===== config.mk =====
export PLATFORM = sky130hd
export DESIGN_NAME = onchip_mem_arbiter
export DESIGN_NICKNAME = d
export VERILOG_FILES = /design/src/rtl/onchip_mem_arb_pkg.sv /design/src/rtl/rr_arbiter2.sv /design/src/rtl/onchip_mem_arbiter.sv
export SDC_FILE = /design/constraint.sdc
export NUM_CORES = 1
export LEC_CHECK = 0
export ABC_AREA = 1
export BUFFER_PORTS_ARGS = -buffer_cell sky130_fd_sc_hd__buf_2
export CAP_MARGIN = 20
export CORE_AREA = 4 4 102 104
export DETAILED_ROUTE_END_ITERATION = 16
export DIE_AREA = 0 0 106 108
export SETUP_SLACK_MARGIN = 0.5
export SKIP_LAST_GASP = 1
export SLEW_MARGIN = 20
export SYNTH_ARGS = -nofsm -noshare
export SYNTH_HDL_FRONTEND = slang
export SYNTH_SLANG_ARGS = --single-unit

===== constraint.sdc =====
create_clock -name clk -period 1.66 [get_ports clk]
set_input_delay 0.332 -clock clk [delete_from_list [all_inputs] [get_ports clk]]
set_output_delay 0.332 -clock clk [all_outputs]
set_load 0.1 [all_outputs]

===== src/rtl/onchip_mem_arb_pkg.sv =====
// Shared types and sizing helpers for the two-port on-chip memory arbiter.
package onchip_mem_arb_pkg;

  localparam int ADDR_W_DEF = 17;
  localparam int DATA_W_DEF = 32;

  typedef enum logic {
    PORT0 = 1'b0,
    PORT1 = 1'b1
  } port_t;

  function automatic int hold_w(input int max_hold);
    return $clog2(max_hold + 1);
  endfunction

endpackage


===== src/rtl/rr_arbiter2.sv =====
// Two-requester round-robin arbiter with bounded lock; grant is combinational,
// tie-break and hold state are registered.
module rr_arbiter2
  import onchip_mem_arb_pkg::*;
#(
  parameter int MAX_HOLD = 16
) (
  input  logic       clk,
  input  logic       reset_n,
  input  logic       en,
  input  logic [1:0] req,
  input  logic [1:0] lock,
  output logic [1:0] grant,
  output port_t      last_grant
);

  localparam int HOLD_W = hold_w(MAX_HOLD);

  logic [HOLD_W-1:0] hold_cnt;
  logic [HOLD_W-1:0] hold_cnt_nxt;
  port_t             winner;
  port_t             other_last;
  port_t             other_win;
  logic              keep;

  always_comb begin
    other_last = port_t'(~last_grant);
    keep       = lock[last_grant] && (hold_cnt < HOLD_W'(MAX_HOLD));
    winner     = last_grant;
    grant      = 2'b00;
    if (en && (req != 2'b00)) begin
      if (req == 2'b11) winner = keep ? last_grant : other_last;
      else              winner = req[1] ? PORT1 : PORT0;
      grant[winner] = 1'b1;
    end
    other_win = port_t'(~winner);
  end

  // Counter holds the length of the current run while the other port waits;
  // a switch starts a new run at 1 so MAX_HOLD bounds the run exactly.
  always_comb begin
    hold_cnt_nxt = hold_cnt;
    if (grant != 2'b00) begin
      if (!req[other_win])                     hold_cnt_nxt = '0;
      else if (winner != last_grant)           hold_cnt_nxt = HOLD_W'(1);
      else if (hold_cnt != HOLD_W'(MAX_HOLD))  hold_cnt_nxt = hold_cnt + HOLD_W'(1);
    end else if (!req[other_last]) begin
      hold_cnt_nxt = '0;
    end
  end

  always_ff @(posedge clk or negedge reset_n) begin
    if (!reset_n) begin
      last_grant <= PORT1;
      hold_cnt   <= '0;
    end else begin
      hold_cnt <= hold_cnt_nxt;
      if (grant != 2'b00) last_grant <= winner;
    end
  end

endmodule


===== src/rtl/onchip_mem_arbiter.sv =====
// Shares a 1-cycle-latency single-port memory between two Avalon-MM masters;
// accepted commands drive the memory the same cycle, read data returns at T+1.
module onchip_mem_arbiter
  import onchip_mem_arb_pkg::*;
#(
  parameter int ADDR_W   = ADDR_W_DEF,
  parameter int DATA_W   = DATA_W_DEF,
  parameter int MAX_HOLD = 16
) (
  input  logic                clk,
  input  logic                reset_n,
  input  logic [ADDR_W-1:0]   m0_address,
  input  logic [DATA_W/8-1:0] m0_byteenable,
  input  logic                m0_read,
  input  logic                m0_write,
  input  logic [DATA_W-1:0]   m0_writedata,
  input  logic                m0_lock,
  output logic                m0_waitrequest,
  output logic [DATA_W-1:0]   m0_readdata,
  output logic                m0_readdatavalid,
  input  logic [ADDR_W-1:0]   m1_address,
  input  logic [DATA_W/8-1:0] m1_byteenable,
  input  logic                m1_read,
  input  logic                m1_write,
  input  logic [DATA_W-1:0]   m1_writedata,
  input  logic                m1_lock,
  output logic                m1_waitrequest,
  output logic [DATA_W-1:0]   m1_readdata,
  output logic                m1_readdatavalid,
  output logic [ADDR_W-1:0]   mem_address,
  output logic [DATA_W/8-1:0] mem_byteenable,
  output logic [DATA_W-1:0]   mem_writedata,
  output logic                mem_chipselect,
  output logic                mem_write,
  output logic                mem_clken,
  input  logic [DATA_W-1:0]   mem_readdata,
  output logic                err_proto
);

  logic [1:0] req;
  logic [1:0] lock;
  logic [1:0] grant;
  port_t      last_grant;
  port_t      sel;
  port_t      rd_port;
  logic       rd_pending;
  logic       run;

  assign req  = {m1_read | m1_write, m0_read | m0_write};
  assign lock = {m1_lock, m0_lock};

  rr_arbiter2 #(
    .MAX_HOLD (MAX_HOLD)
  ) u_arb (
    .clk        (clk),
    .reset_n    (reset_n),
    .en         (run),
    .req        (req),
    .lock       (lock),
    .grant      (grant),
    .last_grant (last_grant)
  );

  // With no grant the bus keeps steering from the previous winner.
  always_comb begin
    sel = last_grant;
    if (grant[1])      sel = PORT1;
    else if (grant[0]) sel = PORT0;
  end

  assign mem_address    = (sel == PORT1) ? m1_address    : m0_address;
  assign mem_byteenable = (sel == PORT1) ? m1_byteenable : m0_byteenable;
  assign mem_writedata  = (sel == PORT1) ? m1_writedata  : m0_writedata;
  assign mem_chipselect = |grant;
  assign mem_write      = grant[1] ? m1_write : (grant[0] & m0_write);
  assign mem_clken      = run;

  assign m0_waitrequest   = ~grant[0];
  assign m1_waitrequest   = ~grant[1];
  assign m0_readdata      = mem_readdata;
  assign m1_readdata      = mem_readdata;
  assign m0_readdatavalid = rd_pending & (rd_port == PORT0);
  assign m1_readdatavalid = rd_pending & (rd_port == PORT1);

  always_ff @(posedge clk or negedge reset_n) begin
    if (!reset_n) begin
      run        <= 1'b0;
      rd_pending <= 1'b0;
      rd_port    <= PORT0;
      err_proto  <= 1'b0;
    end else begin
      run        <= 1'b1;
      rd_pending <= mem_chipselect & ~mem_write;
      if (mem_chipselect) rd_port <= sel;
      err_proto  <= err_proto | (m0_read & m0_write) | (m1_read & m1_write);
    end
  end

endmodule


# Word-level counts from Yosys, hierarchy flattened
# Index checks and enable logic that the tools add are counted.
[totals]
reg_bits = 10
in_bits = 146
word_cells = 66
out_inout_bits = 125
[classes]
magnitude_cmp = 6
add_sub_neg = 1
muxes = 25
n_reduce_logical = 7
bitwise = 16
n_eq_ne = 5
[ops]
columns = ["cell", "n"]
rows = [
  ["$mux 32", 1],
  ["$mux 5", 5],
  ["$mux 17", 1],
  ["$mux 1", 15],
  ["$lt 1x2->1 const B", 4],
  ["$and 1x1->1", 6],
  ["$not 1->1", 6],
  ["$add 5x1->5 const B", 1],
  ["$lt 5x5->1 const B", 1],
  ["$ne 5x5->1 const B", 1],
  ["$mux 4", 1],
  ["$ne 4x4->1 const B", 1],
  ["$or 1x1->1", 4],
  ["$reduce_bool 2->1", 2],
  ["$logic_and 1x1->1", 3],
  ["$eq 2x2->1 const B", 1],
  ["$mux 2", 1],
  ["$ne 2x1->1 const B", 1],
  ["$reduce_and 2->1", 1],
  ["$reduce_or 2->1", 1],
  ["$demux 1 s1", 1],
  ["$ge 1x1->1 const B", 1],
  ["$ne 1x1->1", 1],
]

# Longest topological paths before layout
[logic_depth]
ltp_word = 15
depth_mapped = 11
mapped_depth_nobuf = 10

# Hierarchy
# A second synthesis with hierarchy kept.
[unflattened]
hier_cells = 329
hier_area_um2 = 1934.4
[by_module_without_submodules]
columns = ["mod", "cells_per_inst", "n_inst", "area_each_um2", "seq_area_each_um2"]
rows = [
  ["onchip_mem_arbiter", 266, 1, 1495.2, 100.1],
  ["rr_arbiter2", 63, 1, 439.2, 151.4],
]

# Worst setup path before layout
# No wires, ideal clock.
[synth_timing]
path_kind = "register -> output"
start = "register run, in the netlist mem_clken"
end = "output port mem_address[0]"
required_ns = 1.328
n_path_buf = 1
arrival_ns = 3.532
stages_incl_launch_ff = 8
setup_slack_ns = -2.204
path_cell_list = "dfrtp_1 -> inv_1 -> a21oi_4 -> nand2_2 -> nand2_4 -> buf_2 -> nand2_1 -> nand2_1"
[synth_between]
elab_chain_len = 5
[synth_rtl]
columns = ["item", "line", "source"]
rows = [
  ["start, declared", "onchip_mem_arbiter.sv:47", "logic run;"],
  ["start signal, assigned", "onchip_mem_arbiter.sv:87", "run <= 1'b0;"],
  ["start signal, assigned", "onchip_mem_arbiter.sv:92", "run <= 1'b1;"],
  ["$logic_and 1x1->1 (*)", "rr_arbiter2.sv:31", "if (en && (req != 2'b00)) begin"],
  ["$mux 2 (*)", "rr_arbiter2.sv:31", ""],
  ["$mux 1", "onchip_mem_arbiter.sv:68", "else if (grant[0]) sel = PORT0;"],
  ["$mux 1 (*)", "onchip_mem_arbiter.sv:67", "if (grant[1]) sel = PORT1;"],
  ["$mux 17 (*)", "onchip_mem_arbiter.sv:71", "assign mem_address = (sel == PORT1) ? m1_address : m0_address;"],
  ["end, declared", "onchip_mem_arbiter.sv:30", "output logic [ADDR_W-1:0] mem_address,"],
]
# Mark *: on every way between the ends. The rest lies on a longest branch, timed or not.

# Worst setup path after layout
[layout_timing]
start = "register u_arb.last_grant"
end = "output port mem_address[15]"
[layout_between]
elab_chain_len = 14
elab_cells_between_ends = 16
cone_classes = "order compare (2); mux (11); bitwise (1); reduce/logical (2)"
[layout_rtl]
columns = ["item", "line", "source"]
rows = [
  ["start, declared", "rr_arbiter2.sv:14", "output port_t last_grant"],
  ["start signal, assigned", "rr_arbiter2.sv:58", "if (grant != 2'b00) last_grant <= winner;"],
  ["$mux 1 (not written as such) (2 in a row)", "rr_arbiter2.sv:28", "keep = lock[last_grant] && (hold_cnt < HOLD_W'(MAX_HOLD));"],
  ["$logic_and 1x1->1", "rr_arbiter2.sv:28", ""],
  ["$mux 1 (2 in a row)", "rr_arbiter2.sv:32", "if (req == 2'b11) winner = keep ? last_grant : other_last;"],
  ["$mux 1", "rr_arbiter2.sv:31", ""],
  ["$lt 1x2->1 (not written as such) / $ge 1x1->1 (equally long branches)", "rr_arbiter2.sv:34", "grant[winner] = 1'b1;"],
  ["$logic_and 1x1->1 (not written as such)", "rr_arbiter2.sv:34", ""],
  ["$mux 1 (not written as such)", "rr_arbiter2.sv:34", ""],
  ["$demux 1 s1", "n/a", ""],
  ["$mux 2", "rr_arbiter2.sv:31", ""],
  ["$mux 1", "onchip_mem_arbiter.sv:68", ""],
  ["$mux 1 (*)", "onchip_mem_arbiter.sv:67", ""],
  ["$mux 17 (*)", "onchip_mem_arbiter.sv:71", ""],
]
# Mark *: on every way between the ends. The rest lies on a longest branch, timed or not. The select of a mux whose other input is x is not followed.

==> impl_metrics.py <==
metrics = {
    "outcome": {
        "outcome": "finished with violations",
        "violations": "setup timing",
    },
    "sta": {
        "setup_viol": 62,
        "skew_ns": 0.00323,
        "max-slew-margin-rel_pct": 65.4,
        "holdWs_ns": 0.373,
        "timing.final.ws_setup_ns": -0.575,
        "rsz0062_at_grt": "true",
        "worst_slew_pin_slew_ns": 0.515,
        "min_period_over_period_pct": 135,
        "finalMaxSlewViolations": 0,
        "min_period_ns": 2.24,
        "finalHoldViolCount": 0,
        "fmax_ghz": 0.447,
    },
    "critical_path": {
        "critical_path.top_delay_family": "simple AND/OR/NAND/NOR gates",
        "critPathMaxFanout": 9,
        "worstPathArrival_ns": 1.90,
        "cp_cell_sequence": "nand3_2, nand3_4, nand2_4, nand2_8, nand2_8, inv_16, clkbuf_16, nand2_2, nand2_8, buf_12",
        "rr_endpoint": "u_arb.hold_cnt[0]$_DFFE_PN0P_",
        "crit_path_max_incr_delay_ns": 0.55,
        "startpoint_type": "flop",
        "crit_type": "reg2out",
        "crit_top_cell": "nand2_8",
        "cp_num_buf_inv": 3,
        "reg2regPathDepth": 15,
        "endpoint_kind": "output pin",
        "worstSetupEndpoint": "mem_address[15]",
        "worst_setup_path_startpoint": "u_arb.last_grant$_DFFE_PN1P_",
        "r2r_slack_ns": -0.43,
        "required_ns": 1.33,
        "worst-path-stages": 10,
        "r2r_start": "u_arb.last_grant$_DFFE_PN1P_",
        "cp_slowest_cell": "dfstp_2",
    },
    "grt": {
        "met2_usage_pct": 27.7,
        "grt_pass1_vias": 2631,
        "grt_util_met3_pct": 4.90,
        "grt_pass1_wl_mm": 12.7,
        "grt-ovfl-total": 0,
        "grt_start_max_net_pins": 23,
        "antenna_found_initial": 0,
        "grt.total_usage_pct": 14.0,
        "busiest_layer": "met2",
        "met1_usage_pct": 13.0,
    },
    "synth": {
        "yosysWarnings": 0,
        "syn_area_um2": 1750,
        "synth_top_area_cell": "nand2_1",
        "syn_nets": 455,
        "synth_top_cells_by_area": "nand2_1 (39%), buf_4 (27%), dfrtp_1 (13%)",
        "postSynthAreaPerCell_um2": 5.70,
        "synthCells": 307,
        "yosysSeqAreaShare_pct": 14.4,
        "yosysTopAreaCellShare_pct": 38.6,
        "ys_ff_latch": 10,
        "synth_cell_types": 25,
    },
    "floorplan": {
        "start_util_pct": 18.3,
        "die_w_um": 106,
        "die-area_um2": 11400,
        "num_rows": 36,
        "coreArea_um2": 9550,
        "die_h_um": 108,
        "top_level_ports": 271,
    },
    "layout": {
        "nFillCells": 826,
        "stdcell_count": 590,
        "area_growth_pct": 193,
        "drive_gt1_share_pct": 83.6,
        "antenna_cells": 0,
        "nets": 606,
    },
    "clock_tree": {
        "clock_sink_count": 10,
        "clock_latency_ns": 0.24,
        "cts_root_buffer": "clkbuf_8",
        "ctsHtreeMaxLevel": 1,
        "clockBufferDepth": 2,
        "clk_pin_slew_ns": 0.05,
        "cts_tree": "yes",
        "numCtsBuffers": 3,
    },
    "route": {
        "wl_per_cell_um": 14.7,
        "antenna_left": 0,
        "routed_wl_mm": 8.69,
        "drc": 0,
        "vias": 2420,
        "drt-initial-drc-count": 68,
        "firstDrtPassIters": 4,
        "vias_per_cell": 4.10,
    },
    "pwr": {
        "vdd_drop_max_mv": 0.517,
        "p_total_mw": 5.06,
        "leakage_nw": 2.41,
        "power.density_nw_per_um2": 989,
    },
    "place": {
        "dp.cells": 562,
        "io_buffers": 174,
        "gp_congestion": 0.779,
        "dp_hpwl_mm": 6.37,
    },
    "flow_run": {
        "drv_cap": 0,
    },
    "worst_hold_path": {
        "hold_path.class": "in2reg",
    },
}
-- registers in the layout, summed over array words and instances, names as in the netlist --
signal / count
u_arb.hold_cnt: 5
err_proto: 1
mem_clken: 1
rd_pending: 1
rd_port: 1
u_arb.last_grant: 1
-- Yosys cell counts --
| master | number |
|---|---|
| nand2_1 | 180 |
| buf_4 | 64 |
| inv_1 | 12 |
| dfrtp_1 | 9 |
| nand3_1 | 7 |
| buf_2 | 5 |
| buf_6 | 5 |
| nand4_1 | 5 |
| ha_1 | 2 |
| nor2_1 | 2 |
| xor2_1 | 2 |
| a21oi_1 | 1 |
| a21oi_4 | 1 |
| a221o_1 | 1 |
| conb_1 | 1 |
| dfstp_2 | 1 |
| inv_2 | 1 |
| inv_4 | 1 |
| nand2_2 | 1 |
| nand2_4 | 1 |
| nor2_2 | 1 |
| nor2_4 | 1 |
| nor3_1 | 1 |
| o21ai_0 | 1 |
| xnor2_1 | 1 |
-- per-layer routing --
| layer | vias up | wire length (um) |
|---|---|---|
| met5 | - | 0 |
| met4 | 0 | 185 |
| met3 | 22 | 795 |
| met2 | 126 | 4920 |
| met1 | 1108 | 2780 |
| li1 | 1164 | - |
-- worst register-to-register path: cells and delay by family, from the launching register on --
| kind | cells | cell delay [ns] |
|---|---|---|
| flops | 1 | 0.55 |
| simple gates | 6 | 0.54 |
| buf+inv | 9 | 0.88 |
-- cell usage in the layout (no fill, tap or decap), types with 4 or more instances in the layout --
cell type,instances
nand2_8,58
buf_6,17
buf_2,113
buf_4,17
nand4_1,5
dfrtp_1,7
nand2_1,41
nand2_2,58
buf_12,65
clkbuf_8,4
nand3_1,4
inv_1,7
nand2_4,25
-- metrics by stage --
step | util, % | cell area (um^2) | TNS (ns) | worst slack [ns]
6_report | 53.6 | 5120 | -32.12 | -0.575
5_1_grt | 53.6 | 5120 | -36.33 | -0.639
4_1_cts | 51.2 | 4890 | -31.56 | -0.567
3_5_place_dp | 44.8 | 4280 | -27.47 | -0.560
3_3_place_gp | 44.8 | 4280 | -24.26 | -0.496
2_1_floorplan | - | 2720 | -56.89 | -1.01
-- worst min path at each step --
stage | start | end | slack [ns] | cells past startpoint
final | m1_read | err_proto$_DFF_PN0_ | 0.37 | 2
after global routing | m1_read | err_proto$_DFF_PN0_ | 0.38 | 2
after CTS | m1_read | err_proto$_DFF_PN0_ | 0.36 | 2
after detailed placement | reset_n | u_arb.hold_cnt[0]$_DFFE_PN0P_ | 0.21 | 1
after global placement | reset_n | u_arb.hold_cnt[0]$_DFFE_PN0P_ | 0.21 | 1
after floorplan | reset_n | err_proto$_DFF_PN0_ | 0.04 | 0
-- cells by family after synthesis --
kind of cell	synth area share, %
compound gates	2.07
xor+xnor	1.50
flops	14.4
fa+ha+maj	1.43
other cells	0.214
simple gates	45.1
buf+inv	35.3
-- power by group --
group          leakage [nW]  internal (mW)  switching [mW]
logic                  2.26           1.69            2.77
clock network        0.0288          0.209           0.102
registers             0.122          0.268          0.0238
-- final cells by class --
class	count	area [um^2]	share of cell area, %
multi-input combinational	209	2190	42.8
timing repair buffer	220	2370	46.3
tap	133	166	3.25
inverter	14	80.1	1.56
sequential	10	256	5.01
clock buffer	4	55.1	1.08
-- timing repair --
| item | CTS | global route |
|---|---|---|
| buffers inserted | 12 | 5 |
| hold buffers | 1 | 0 |
| pin swaps | 11 | 7 |
| resized for setup | 111 | 29 |
| setup endpoints to repair | 69 | 69 |
| cloned | 3 | 3 |
| endpoints found under the hold margin | 9 | 0 |
(Power assumes the default switching activity.)
